## src/rtl/maxpool_win_sched.sv

```systemverilog
// rtl/maxpool_win_sched.sv - 2x2/stride-2 max-pool window sequencer over a CxHxW map
// Reads each window from a 1-cycle-latency buffer and streams its signed maximum downstream.
module maxpool_win_sched #(
  parameter int WIDTH_IN  = 8,
  parameter int HEIGHT_IN = 8,
  parameter int CHANNELS  = 64,
  parameter int POOL_SIZE = 2,
  parameter int STRIDE    = 2,
  parameter int DATA_W    = 25,
  parameter int IN_AW     = 12,
  parameter int OUT_AW    = 10
) (
  input  logic              clk,
  input  logic              rst,
  input  logic              start,
  output logic              busy,
  output logic              done,
  output logic              rd_en,
  output logic [IN_AW-1:0]  rd_addr,
  input  logic [DATA_W-1:0] rd_data,
  output logic              out_valid,
  input  logic              out_ready,
  output logic [OUT_AW-1:0] out_addr,
  output logic [DATA_W-1:0] out_data
);

  localparam int WIDTH_OUT  = (WIDTH_IN - POOL_SIZE) / STRIDE + 1;
  localparam int HEIGHT_OUT = (HEIGHT_IN - POOL_SIZE) / STRIDE + 1;
  localparam int CW = (CHANNELS > 1) ? $clog2(CHANNELS) : 1;
  localparam int HW = (HEIGHT_OUT > 1) ? $clog2(HEIGHT_OUT) : 1;
  localparam int WW = (WIDTH_OUT > 1) ? $clog2(WIDTH_OUT) : 1;
  localparam int PW = (POOL_SIZE > 1) ? $clog2(POOL_SIZE) : 1;
  localparam logic [CW-1:0] C_LAST  = CW'(CHANNELS - 1);
  localparam logic [HW-1:0] PH_LAST = HW'(HEIGHT_OUT - 1);
  localparam logic [WW-1:0] PW_LAST = WW'(WIDTH_OUT - 1);
  localparam logic [PW-1:0] E_LAST  = PW'(POOL_SIZE - 1);

  typedef enum logic [2:0] {IDLE, RD, LAST, OUT, DONE} state_t;

  state_t            state;
  logic [CW-1:0]     c, c_n;
  logic [HW-1:0]     ph, ph_n;
  logic [WW-1:0]     pw, pw_n;
  logic [PW-1:0]     i, j, i_n, j_n;
  logic              last_win, last_elem;
  logic              rd_en_d, first_d, take;
  logic [DATA_W-1:0] max_r, max_nx;

  function automatic logic [IN_AW-1:0] in_addr(int cc, int pph, int ppw, int ii, int jj);
    int a;
    a = cc * WIDTH_IN * HEIGHT_IN + (pph * STRIDE + ii) * WIDTH_IN + ppw * STRIDE + jj;
    return IN_AW'(a);
  endfunction

  function automatic logic [OUT_AW-1:0] pool_addr(int cc, int pph, int ppw);
    int a;
    a = cc * WIDTH_OUT * HEIGHT_OUT + pph * WIDTH_OUT + ppw;
    return OUT_AW'(a);
  endfunction

  always_comb begin
    c_n = c;
    ph_n = ph;
    pw_n = pw;
    i_n = i;
    j_n = j;
    last_win  = (c == C_LAST) && (ph == PH_LAST) && (pw == PW_LAST);
    last_elem = (i == E_LAST) && (j == E_LAST);
    if (pw == PW_LAST) begin
      pw_n = '0;
      if (ph == PH_LAST) begin
        ph_n = '0;
        c_n  = c + CW'(1);
      end else begin
        ph_n = ph + HW'(1);
      end
    end else begin
      pw_n = pw + WW'(1);
    end
    if (j == E_LAST) begin
      j_n = '0;
      i_n = i + PW'(1);
    end else begin
      j_n = j + PW'(1);
    end
  end

  // First element of a window loads unconditionally; later ones replace only on strict greater.
  always_comb begin
    take   = rd_en_d && (first_d || ($signed(rd_data) > $signed(max_r)));
    max_nx = take ? rd_data : max_r;
  end

  always_ff @(posedge clk or negedge rst) begin
    if (!rst) begin
      state     <= IDLE;
      c         <= '0;
      ph        <= '0;
      pw        <= '0;
      i         <= '0;
      j         <= '0;
      busy      <= 1'b0;
      done      <= 1'b0;
      rd_en     <= 1'b0;
      rd_addr   <= '0;
      out_valid <= 1'b0;
      out_addr  <= '0;
      out_data  <= '0;
      rd_en_d   <= 1'b0;
      first_d   <= 1'b0;
      max_r     <= '0;
    end else begin
      done    <= 1'b0;
      rd_en_d <= rd_en;
      first_d <= rd_en && (i == '0) && (j == '0);
      max_r   <= max_nx;
      case (state)
        IDLE: begin
          if (start) begin
            state   <= RD;
            busy    <= 1'b1;
            c       <= '0;
            ph      <= '0;
            pw      <= '0;
            i       <= '0;
            j       <= '0;
            rd_en   <= 1'b1;
            rd_addr <= in_addr(0, 0, 0, 0, 0);
          end
        end
        RD: begin
          if (last_elem) begin
            i     <= '0;
            j     <= '0;
            rd_en <= 1'b0;
            state <= LAST;
          end else begin
            i       <= i_n;
            j       <= j_n;
            rd_addr <= in_addr(int'(c), int'(ph), int'(pw), int'(i_n), int'(j_n));
          end
        end
        LAST: begin
          out_valid <= 1'b1;
          out_data  <= max_nx;
          out_addr  <= pool_addr(int'(c), int'(ph), int'(pw));
          state     <= OUT;
        end
        OUT: begin
          if (out_ready) begin
            out_valid <= 1'b0;
            if (last_win) begin
              done  <= 1'b1;
              state <= DONE;
            end else begin
              c       <= c_n;
              ph      <= ph_n;
              pw      <= pw_n;
              rd_en   <= 1'b1;
              rd_addr <= in_addr(int'(c_n), int'(ph_n), int'(pw_n), 0, 0);
              state   <= RD;
            end
          end
        end
        DONE: begin
          busy  <= 1'b0;
          state <= IDLE;
        end
        default: state <= IDLE;
      endcase
    end
  end

endmodule

```

## config.mk

```make
export PLATFORM = sky130hd
export DESIGN_NAME = maxpool_win_sched
export DESIGN_NICKNAME = d
export VERILOG_FILES = /design/src/rtl/maxpool_win_sched.sv
export SDC_FILE = /design/constraint.sdc
export NUM_CORES = 1
export LEC_CHECK = 0
export ABC_AREA = 1
export BUFFER_PORTS_ARGS = -buffer_cell sky130_fd_sc_hd__buf_4
export CAP_MARGIN = 20
export CELL_PAD_IN_SITES_DETAIL_PLACEMENT = 1
export CELL_PAD_IN_SITES_GLOBAL_PLACEMENT = 1
export CORE_MARGIN = 5
export CORE_UTILIZATION = 25
export DETAILED_ROUTE_END_ITERATION = 16
export PLACE_DENSITY_LB_ADDON = 0.1
export SLEW_MARGIN = 20
export SYNTH_ARGS = -nofsm -noshare
export SYNTH_HDL_FRONTEND = slang
export SYNTH_SLANG_ARGS = --single-unit
```

## constraint.sdc

```tcl
create_clock -name clk -period 1.9 [get_ports clk]
set_clock_uncertainty 0.15 [all_clocks]
set_input_delay 0.38 -clock clk [delete_from_list [all_inputs] [get_ports clk]]
set_output_delay 0.38 -clock clk [all_outputs]
set_load 0.005 [all_outputs]
```

Word level (Yosys, flattened, before mapping). Cells that the tools add are included.

Add/sub/neg operators: 13. Multiply operators: 0. Div/mod/pow operators: 0. Magnitude comparators: 1. Equality and inequality tests: 12. Shift-type cells: 0. Multiplexer cells: 45. Bitwise gates (word level): 2. Reduce and logical (&&, ||, !) cells: 20.

Operator list (count): $mux 12 (4); $pmux 12 s3 (1); $mux 6 (5); $gt 25x25->1 (1); $mux 25 (1); $add 12x3->12 (2); $mux 2 (8); $mux 1 (13); $add 12x1->12 (1); $add 12x6->12 (1); $add 12x7->12 (1); $mux 3 (4); $pmux 3 s4 (1); $pmux 6 s2 (1); $add 10x2->10 (1); $add 10x4->10 (1); $ne 2x2->1 const B (5); $reduce_and 5->1 (2); $pmux 1 s2 (4); $pmux 2 s2 (2); $reduce_bool 2->1 (4); $add 6x1->6 const B (1); $eq 3x2->1 const B (2); $eq 6x6->1 const B (1); other kinds (15) (26).

Register bits after elaboration: 93. Latch bits: 0. RAM bits: 0. Memory bits (read-only): 0. Bits of input ports: 29. Output and inout bits: 51. Logic and storage cells: 109. Memories kept: 0.

Longest topological paths before layout. Gate-level depths: netlist (run 1).

Depth after elaboration: 8. Mapped depth: 17. Gate-level depth less buffers: 16.

Least setup slack after synthesis (run 1). OpenSTA, ideal clock, no wires.

Kind: register to register. Start point: reg max_r[8]. End point: reg max_r[19]. Setup time: 0.117 ns. Arrival time: 1.814 ns. Data required time: 1.633 ns. Path slack: -0.181 ns. Cell stages (with the launch flop): 15. Path buffers: 1. Period minus slack after synthesis: 2.081 ns. Cell sequence: dfrtp_1 -> inv_1 -> ha_1 -> nand2_2 -> inv_1 -> a21oi_2 -> nand3_2 -> nand2_2 -> nand3_1 -> nand2_2 -> nand3_4 -> nand2_8 -> buf_12 -> nand2_4 -> and2_4.

Word-level cells in the longest chain between the ends: 4.

Ends and longest elaborated chain: start: declaration (RTL line 47) `logic [DATA_W-1:0] max_r, max_nx;`; start signal: assignment (RTL line 116) `max_r <= max_nx;`; $gt 25x25->1 (RTL line 90) `take = rd_en_d && (first_d || ($signed(rd_data) > $signed(max_r)));`; $logic_or 1x1->1 (RTL line 90); $logic_and 1x1->1 (RTL line 90); $mux 25 (RTL line 91) `max_nx = take ? rd_data : max_r;`; net max_nx[19] (RTL line 47).

The timed path passes the listed nets, and every way through them passes these cells. A chain may end at the register's enable or synchronous reset.

Worst setup path in the final report (run 1).
Start point: reg max_r[16]. End point: reg max_r[6].

The elaborated chain is that of the path after synthesis.

==> results of run 1 <==
-- repair_timing --
item / 4_1_cts / 5_1_grt
resized for setup: 58 / 96
setup buffers: 4 / 13
gates cloned: 1 / 5
hold buffers: 1 / 0
pin swaps: 25 / 19
endpoints found under the setup margin: 59 / 73
hold endpoints to repair: 28 / 0
-- power by group --
part	internal [mW]	switching [mW]	leakage (nW)	total (mW)
Clock	0.906	0.871	0.137	1.78
Sequential	2.77	0.525	1.13	3.29
Combinational	3.83	4.15	2.48	7.98
Total	7.51	5.54	3.75	13.1
-- synth_stat cells (3+ instances only) --
master    number
buf_2          5
nand2_4       21
o21ai_1       10
inv_1         82
nand3_1       55
nor2_2         6
nand2_1      147
o21ai_0       19
and2_4         7
nand2_2        9
and2_1        19
ha_1          29
dfrtp_1       93
buf_6          3
a21oi_1       11
a31oi_1        9
nor2_1        28
clkbuf_1       5
nand3_2        6
-- cells by family after synthesis --
kind of cell    count (synthesis)  synth area share [%]
simple gates                  309                  31.9
flops                          93                  45.9
compound gates                 54                  5.83
buf+inv                       104                  9.23
fa+ha+maj                      29                  7.16
-- metal layers --
metal	up-vias	routed length [um]	share of wire (%)	GRT usage, %
met5	-	0	0	0
met4	0	203	1.3	4.37
met3	11	330	2.1	2.04
met2	45	8440	54	25.0
met1	2172	6700	43	15.9
li1	2151	-	-	-
-- cell type report --
type                            instances  share of cell area (%)
Tap cell                              270                    4.42
Inverter                               86                    4.49
Clock buffer                            9                    2.95
Timing Repair inverter                  5                   0.672
Multi-Input combinational cell        392                    39.6
Sequential cell                        93                    30.5
Timing Repair Buffer                  152                    16.7
Clock inverter                          7                   0.737
-- registers in the layout, summed over array words and instances, names as in the netlist, 2 cells and up --
signal    cells
ph            2
state         3
max_r        25
out_data     25
c             6
pw            2
rd_addr      12
out_addr     10
-- critical path, delay by kind of cell (launching register included) --
kind | cells | cell delay, ns
adder cells (fa/ha/maj) | 1 | 0.27
AO/OA/AOI/OAI | 1 | 0.06
flip-flops | 1 | 0.34
buffers and inverters | 2 | 0.21
AND/OR/NAND/NOR | 9 | 1.04
-- cells in the final DEF, fill, tap and decap left out, types with 7 or more instances in the layout --
master	synthesis	routed
nand2_4	21	29
a31oi_1	9	7
nand3_2	6	29
clkbuf_16	0	9
dfrtp_1	93	93
inv_1	82	60
o21ai_0	19	15
inv_2	1	22
o21ai_1	10	8
ha_4	0	20
nand3_1	55	29
nor2_1	28	12
buf_4	2	137
a21oi_2	1	7
and2_4	7	23
nand2_1	147	122
nand2_2	9	25
nor2_4	2	18
buf_12	2	7
ha_1	29	8
-- metrics by stage --
step | utilization, % | power, mW | cells
after floorplan | - | 7.11 | 589
after global placement | 32.8 | 9.49 | 974
after detailed placement | 32.8 | 9.66 | 974
after CTS | 35.7 | 12.3 | 996
after global routing | 38.0 | 14.1 | 1014
final | 38.0 | 13.1 | 1014
-- how the worst max path moves through the flow --
| stage | startpoint | to | cells after the start |
|---|---|---|---|
| after floorplan | max_r[4]$_DFF_PN0_ | max_r[19]$_DFF_PN0_ | 14 |
| final | max_r[16]$_DFF_PN0_ | max_r[6]$_DFF_PN0_ | 13 |
| after global placement | rd_data[18] | max_r[13]$_DFF_PN0_ | 13 |
| after CTS | max_r[16]$_DFF_PN0_ | max_r[10]$_DFF_PN0_ | 13 |
| after global routing | max_r[14]$_DFF_PN0_ | max_r[11]$_DFF_PN0_ | 13 |
| after detailed placement | rd_data[18] | max_r[15]$_DFF_PN0_ | 13 |
==> qor.yml, run 1 <==
syn_to_final_growth_pct: 50.7
dr.pass1.iters: 4
reg2regPathDepth: 13
leakage_nw: 3.75
hold_ws_ns: 0.173
critPathSlowestCell: "dfrtp_1"
start_util_pct: 25.2
multi_input_area_um2: 3020
track_usage_pct: 13.5
placed_area_um2: 6590
reg2reg_slack_ns: -0.31
drive_gt1_share_pct: 49.7
grt_max_degree: 34
wl_per_cell_um: 15.5
cts_root_buf: "clkbuf_16"
setup_viol: 60
final_area_um2: 7630
yosysTopAreaCell: "dfrtp_1"
p_per_area_nw_per_um2: 1710
antennaDiodeCount: 0
synth-edff-count: 0
crit_type: "register to register"
io_pins: 80
place_ws_ns: -0.463
rows: 52
worst-endpoint-required_ns: 1.99
syn_inst: 589
final.fill_count: 2266
reg2reg_to: "max_r[6]$_DFF_PN0_"
drv_slew: 0
nets: 797
async_flop_share_pct: 100
fmax_mhz: 452
drc: 0
cp.arrival_ns: 2.30
drtIter0Drc: 100
tightest_slew_ns: 0.519
die_y_um: 152
slowest_delay_ns: 0.34
seq_area_frac_synth_pct: 45.9
hp-class: "input port to register"
cts_buffer_depth: 2
avgSynthCellArea_um2: 8.60
core_um2: 20100
hpwl_mm: 10.9
synthDistinctLibCells: 36
setup_slack_ns: -0.311
dieWidth_um: 152
yosysTopAreaCellShare_pct: 45.9
min-delay-start: "out_ready"
end_kind: "register"
ys_seq_elements: 93
hold_end: "state[2]$_DFFE_PN0P_"
antenna_found_initial: 0
grt_pass1_wl_mm: 25.3
hold_viol: 0
post_drt_via_cell_ratio: 4.32
yosys_most_used_dff: "dfrtp_1"
die_area_um2: 23200
reg2reg_from: "max_r[16]$_DFF_PN0_"
drv_cap: 0
grt_overflow: 0
io_buffers: 79
netlist_area_um2: 5070
path_cells: "inv_2 > ha_4 > nand2_4 > nor2_4 > nand4_4 > nor2_4 > a21oi_2 > nand2_2 > nand3_4 > nand2_8 > buf_12 > nand2_4 > and2_4"
clk_pin_slew_ns: 0.07
clock-sinks: 93
cp_max_fo: 8
rsz0062_at_grt: "yes"
synth-warning-count: 0
seqCellArea_um2: 2330
violations: "setup timing"
cts_buffers: 9
layout_min_cycle_time_ns: 2.21
cts_tree: "built"
max-slew-margin-rel_pct: 65.4
grt_pass1_vias: 4979
hold_depth: 3
num_vias: 4379
wl_mm: 15.7
synth_fp_nets: 647
post-route-period-util_pct: 116
clkLatencyLatePin_ns: 0.36
status: "finished with violations"
place_congestion: 0.794
critPathLaunchType: "register"
fin_tns_setup_ns: -14.65
final_antenna_net_count: 0
netlist_top_cells_area: "dfrtp_1 46%, nand2_1 11%, ha_1 7.2%, inv_1 6.1%, nand3_1 5.4%"
peakVddDrop_mv: 0.632
htree_levels: 3
No activity file was read; power rests on OpenSTA's default activity.
==> run 2: changes to the inputs <==
Settings changed: CAP_MARGIN 20 to not set, CTS_CLUSTER_SIZE set to 28, PLACE_DENSITY_LB_ADDON 0.1 to 0.05.
==> qor.yml, run 2 (synthesized netlist as in run 1, its figures left out) <==
place_congestion: 0.740  # -6.8%
antennaDiodeCount: 0  # unchanged
max-slew-margin-rel_pct: 63.2  # -2.2 points
reg2reg_from: "max_r[6]$_DFF_PN0_"
grt_pass1_vias: 4961  # -0.36%
grt_pass1_wl_mm: 25.1  # -0.98%
fmax_mhz: 454  # +0.28%
wl_per_cell_um: 14.8  # -4.6%
syn_to_final_growth_pct: 48.7
final_antenna_net_count: 0  # unchanged
grt_overflow: 0  # unchanged
end_kind: "register"
reg2reg_slack_ns: -0.30  # about the same
setup_slack_ns: -0.304  # +0.00615 ns
io_pins: 80  # unchanged
track_usage_pct: 13.3  # -0.20 points
drive_gt1_share_pct: 50.5  # +0.74 points
worst-endpoint-required_ns: 1.99  # about the same
cp.arrival_ns: 2.29  # about the same
cp_max_fo: 7  # -1
final_core_util_pct: 37.5  # -0.49 points
clk_pin_slew_ns: 0.07  # about the same
rows: 52  # unchanged
clock-sinks: 93  # unchanged
post-route-period-util_pct: 116  # -0.32 points
num_vias: 4343  # -0.82%
die_area_um2: 23200  # unchanged
p_per_area_nw_per_um2: 1710  # +0.21%
critPathLaunchType: "register"
drv_slew: 0  # unchanged
crit_type: "register to register"
placedCellCount: 975  # +0.10%
slowest_delay_ns: 0.37  # +0.03 ns
start_util_pct: 25.2  # unchanged
clkLatencyLatePin_ns: 0.35  # about the same
antenna_found_initial: 0  # unchanged
core_um2: 20100  # unchanged
status: "finished with violations"
reg2regPathDepth: 14  # +1
hpwl_mm: 10.6  # -2.2%
drtIter0Drc: 73  # -27%
setup_viol: 50  # -17%
power_mw: 12.9  # -1.1%
die_y_um: 152  # unchanged
cts_buffer_depth: 2  # unchanged
peakVddDrop_mv: 0.551  # -13%
dr.pass1.iters: 4  # unchanged
reg.largest.list: "max_r: 25 flops, out_data: 25 flops, rd_addr: 12 flops"
leakage_nw: 3.71  # -1.3%
cts_root_buf: "clkbuf_16"
nets: 794  # -0.38%
tightest_slew_ns: 0.552  # +0.0328 ns
final_cell_mix: "132 x buf_4, 114 x nand2_1, 93 x dfrtp_1"
cts_buffers: 9  # unchanged
crit_end: "max_r[9]$_DFF_PN0_"
htree_levels: 3  # unchanged
crit_start: "max_r[6]$_DFF_PN0_"
fin_cells: 1011  # -0.30%
layout_min_cycle_time_ns: 2.20  # -0.00615 ns
hp-class: "input port to register"
drc: 0  # unchanged
rsz0062_at_grt: "yes"
dieWidth_um: 152  # unchanged
wl_mm: 14.9  # -4.8%
io_buffers: 79  # unchanged
path_cells: "inv_2 > ha_4 > nand2_1 > nand2_1 > a21oi_2 > nand3_2 > nand2_2 > nand3_2 > nand2_2 > nand3_4 > nand2_8 > buf_12 > nand2_4 > and2_4"
final_common_cell: "buf_4"
reg2reg_to: "max_r[9]$_DFF_PN0_"
cts_tree: "built"
drv_cap: 0  # unchanged
hold_viol: 0  # unchanged
critPathSlowestCell: "dfrtp_1"
violations: "setup timing"
grt_max_degree: 94  # +180%
post_drt_via_cell_ratio: 4.30  # -0.53%
## run 2: changes by cell type in the layout (fill, tap and decap cells not counted), sizes merged
cell,before,now
nand2,178,179
inv,91,89
clkinv,6,3
buf,151,149
bufinv,0,1
clkinvlp,1,3
## run 2: repair_timing
| item | 4_1_cts | 5_1_grt |
|---|---|---|
| gates cloned | 1 | 3 |
| setup endpoints to repair | 51 | 73 |
| buffers inserted | 5 | 11 |
| hold endpoints to repair | 93 | 0 |
| hold buffers | 1 | 0 |
| pin swaps | 10 | 18 |
| gates resized for setup | 53 | 97 |
## run 2: how the worst min path moves through the flow
stage,end,cells past startpoint,slack [ns],from
floorplan,busy$_DFFE_PN0P_,0,-0.07,rst
global placement,rd_en_d$_DFF_PN0_,0,0.31,rd_en$_DFFE_PN0P_
detailed placement,rd_en_d$_DFF_PN0_,0,0.30,rd_en$_DFFE_PN0P_
CTS,state[2]$_DFFE_PN0P_,3,0.15,out_ready
global route,done$_DFF_PN0_,3,0.18,out_ready
finish,state[2]$_DFFE_PN0P_,3,0.16,out_ready
## run 2: metal layers
| layer | vias to the layer above | track usage (%) | part of all wire (%) |
|---|---|---|---|
| met2 | 54 | 23.8 | 52 |
| met3 | 19 | 2.53 | 2.9 |
| met5 | - | 0 | 0 |
| met1 | 2120 | 15.8 | 43 |
| li1 | 2150 | - | - |
| met4 | 0 | 4.75 | 2.0 |
## run 2: cell type report
type	instances	area [um^2]
clock buffer	9	225
clock inverter	7	73.8
fill	2312	12600
inverter	86	347
multi-input combinational	393	2970
sequential	93	2330
tap	270	338
timing repair buffer	150	1230
timing repair inverter	3	28.8
## run 2: power by group
group	total, mW	switching [mW]	internal [mW]	leakage (nW)
logic	7.78	4.06	3.72	2.43
clock network	1.88	0.853	1.03	0.139
registers	3.26	0.488	2.77	1.13
total	12.9	5.40	7.52	3.71
## run 2: stage by stage
step / hold slack (ns) / area (um^2) / setup WS, ns / setup TNS (ns)
finish: 0.160 / 7540 / -0.304 / -12.98
global placement: 0.312 / 6560 / -0.424 / -19.05
floorplan: -0.0656 / 5300 / -0.118 / -3.87
global route: 0.177 / 7540 / -0.421 / -20.16
detailed placement: 0.303 / 6560 / -0.480 / -21.63
CTS: 0.151 / 7120 / -0.331 / -14.35
## run 2: worst max-delay path: cells and delay by family, from the launching register on
family          cells  cell delay [ns]
simple gates       10             0.94
flops               1             0.37
fa+ha+maj           1             0.20
compound gates      1             0.17
buf+inv             2             0.24
==> run 3: changes to the inputs <==
Settings changed: RECOVER_POWER set to 25.
==> qor.yml, run 3 (synthesized netlist as in run 1, its figures left out) <==
final_antenna_net_count: 0  # unchanged
num_vias: 4344  # +0.023%
dieWidth_um: 152  # unchanged
drv_cap: 0  # unchanged
clkLatencyLatePin_ns: 0.35  # about the same
final.fill_count: 2313  # +0.043%
drtIter0Drc: 73  # unchanged
worst-endpoint-required_ns: 1.99  # about the same
crit_end: "max_r[9]$_DFF_PN0_"
multi_input_area_um2: 2970  # unchanged
cts_root_buf: "clkbuf_16"
reg.largest.list: "max_r: 25 flops, out_data: 25 flops, rd_addr: 12 flops"
drv_slew: 0  # unchanged
core_um2: 20100  # unchanged
wl_per_cell_um: 14.7  # about the same
grt_pass1_vias: 4961  # unchanged
cts_tree: "built"
cp.arrival_ns: 2.29  # about the same
setup_viol: 50  # unchanged
cp_max_fo: 7  # unchanged
seqCellArea_um2: 2330  # unchanged
htree_levels: 3  # unchanged
reg2reg_from: "max_r[6]$_DFF_PN0_"
end_kind: "register"
tightest_slew_ns: 0.920  # +0.368 ns
antennaDiodeCount: 0  # unchanged
reg2reg_to: "max_r[9]$_DFF_PN0_"
clock-sinks: 93  # unchanged
grt_overflow: 0  # unchanged
hpwl_mm: 10.6  # unchanged
cts_buffer_depth: 2  # unchanged
hp-class: "input port to register"
status: "finished with violations"
grt_pass1_wl_mm: 25.1  # unchanged
peakVddDrop_mv: 0.551  # unchanged
rows: 52  # unchanged
die_area_um2: 23200  # unchanged
antenna_found_initial: 0  # unchanged
crit_type: "register to register"
placed_area_um2: 6560  # unchanged
drc: 0  # unchanged
track_usage_pct: 13.3  # unchanged
rsz0062_at_grt: "yes"
reg2reg_slack_ns: -0.30  # about the same
start_util_pct: 25.2  # unchanged
syn_to_final_growth_pct: 48.6
hold_ws_ns: 0.160  # unchanged
clk_pin_slew_ns: 0.07  # about the same
place_congestion: 0.740  # unchanged
grt_max_degree: 94  # unchanged
final_area_um2: 7530  # -0.12%
setup_slack_ns: -0.304  # unchanged
layout_min_cycle_time_ns: 2.20  # unchanged
die_y_um: 152  # unchanged
reg2regPathDepth: 14  # unchanged
post_drt_via_cell_ratio: 4.30  # about the same
critPathLaunchType: "register"
io_buffers: 79  # unchanged
violations: "setup timing"
nets: 794  # unchanged
max-slew-margin-rel_pct: 38.6  # -25 points
place_ws_ns: -0.480  # unchanged
crit_start: "max_r[6]$_DFF_PN0_"
post-route-period-util_pct: 116  # unchanged
io_pins: 80  # unchanged
wl_mm: 14.9  # about the same
final_common_cell: "buf_4"
p_per_area_nw_per_um2: 1710  # about the same
dr.pass1.iters: 4  # unchanged
fin_tns_setup_ns: -12.99  # -0.00160 ns
fmax_mhz: 454  # unchanged
cts_buffers: 9  # unchanged
final_cell_mix: "131 x buf_4, 114 x nand2_1, 93 x dfrtp_1"
hold_viol: 0  # unchanged
drive_gt1_share_pct: 50.5  # unchanged
leakage_nw: 3.70  # about the same
run 3: cell count changes in the layout (fill, tap and decap cells not counted), sizes merged:
| cell | delta |
|---|---|
| buf | -1 |
| clkbuf | +1 |
run 3: metal layers:
metal | GRT usage (%) | vias up | wire [um]
li1 | - | 2150 | -
met4 | 4.75 | 0 | 301
met2 | 23.8 | 54 | 7760
met1 | 15.8 | 2121 | 6420
met3 | 2.53 | 19 | 431
met5 | 0 | - | 0
run 3: area by class of cell:
cell class                 count  area share [%]
clock buffer                   9            2.99
clock inverter                 7           0.981
inverter                      86            4.60
multi-input combinational    393            39.4
sequential                    93            30.9
tap                          270            4.49
timing repair buffer         150            16.2
timing repair inverter         3           0.382
run 3: how the worst min path moves through the flow:
stage	from	end	slack, ns	depth (start not counted)
2_1_floorplan	rst	busy$_DFFE_PN0P_	-0.07	0
3_3_place_gp	rd_en$_DFFE_PN0P_	rd_en_d$_DFF_PN0_	0.31	0
3_5_place_dp	rd_en$_DFFE_PN0P_	rd_en_d$_DFF_PN0_	0.30	0
4_1_cts	out_ready	state[2]$_DFFE_PN0P_	0.15	3
5_1_grt	out_ready	done$_DFF_PN0_	0.18	3
6_report	out_ready	state[2]$_DFFE_PN0P_	0.16	3
run 3: through the flow:
step           power (mW)  instances  utilization (%)
6_report             12.9       1011             37.4
5_1_grt              14.0       1011             37.4
4_1_cts              12.3        998             35.4
3_3_place_gp         9.50        975             32.6
2_1_floorplan        7.11        589                -
3_5_place_dp         9.66        975             32.6
run 3: what timing repair did:
action | 4_1_cts | 5_1_grt
buffers inserted | 5 | 11
hold buffers | 1 | 0
cloned | 1 | 3
endpoints found under the hold margin | 93 | 0
endpoints found under the setup margin | 51 | 73
resized for setup | 53 | 97
pin swaps | 10 | 18
run 3: worst max-delay path, stage by stage (launching register included):
cell	delay [ns]
dfrtp_1	0.37
inv_2	0.08
ha_4	0.20
nand2_1	0.05
nand2_1	0.06
a21oi_2	0.17
nand3_2	0.09
nand2_2	0.09
nand3_2	0.07
nand2_2	0.08
nand3_4	0.16
nand2_8	0.16
buf_12	0.16
nand2_4	0.05
and2_4	0.13
run 3: where the power goes:
part | switching, mW | leakage, nW | internal [mW] | total [mW]
clock | 0.853 | 0.139 | 1.03 | 1.88
sequential | 0.488 | 1.13 | 2.77 | 3.26
combinational | 4.06 | 2.43 | 3.72 | 7.77
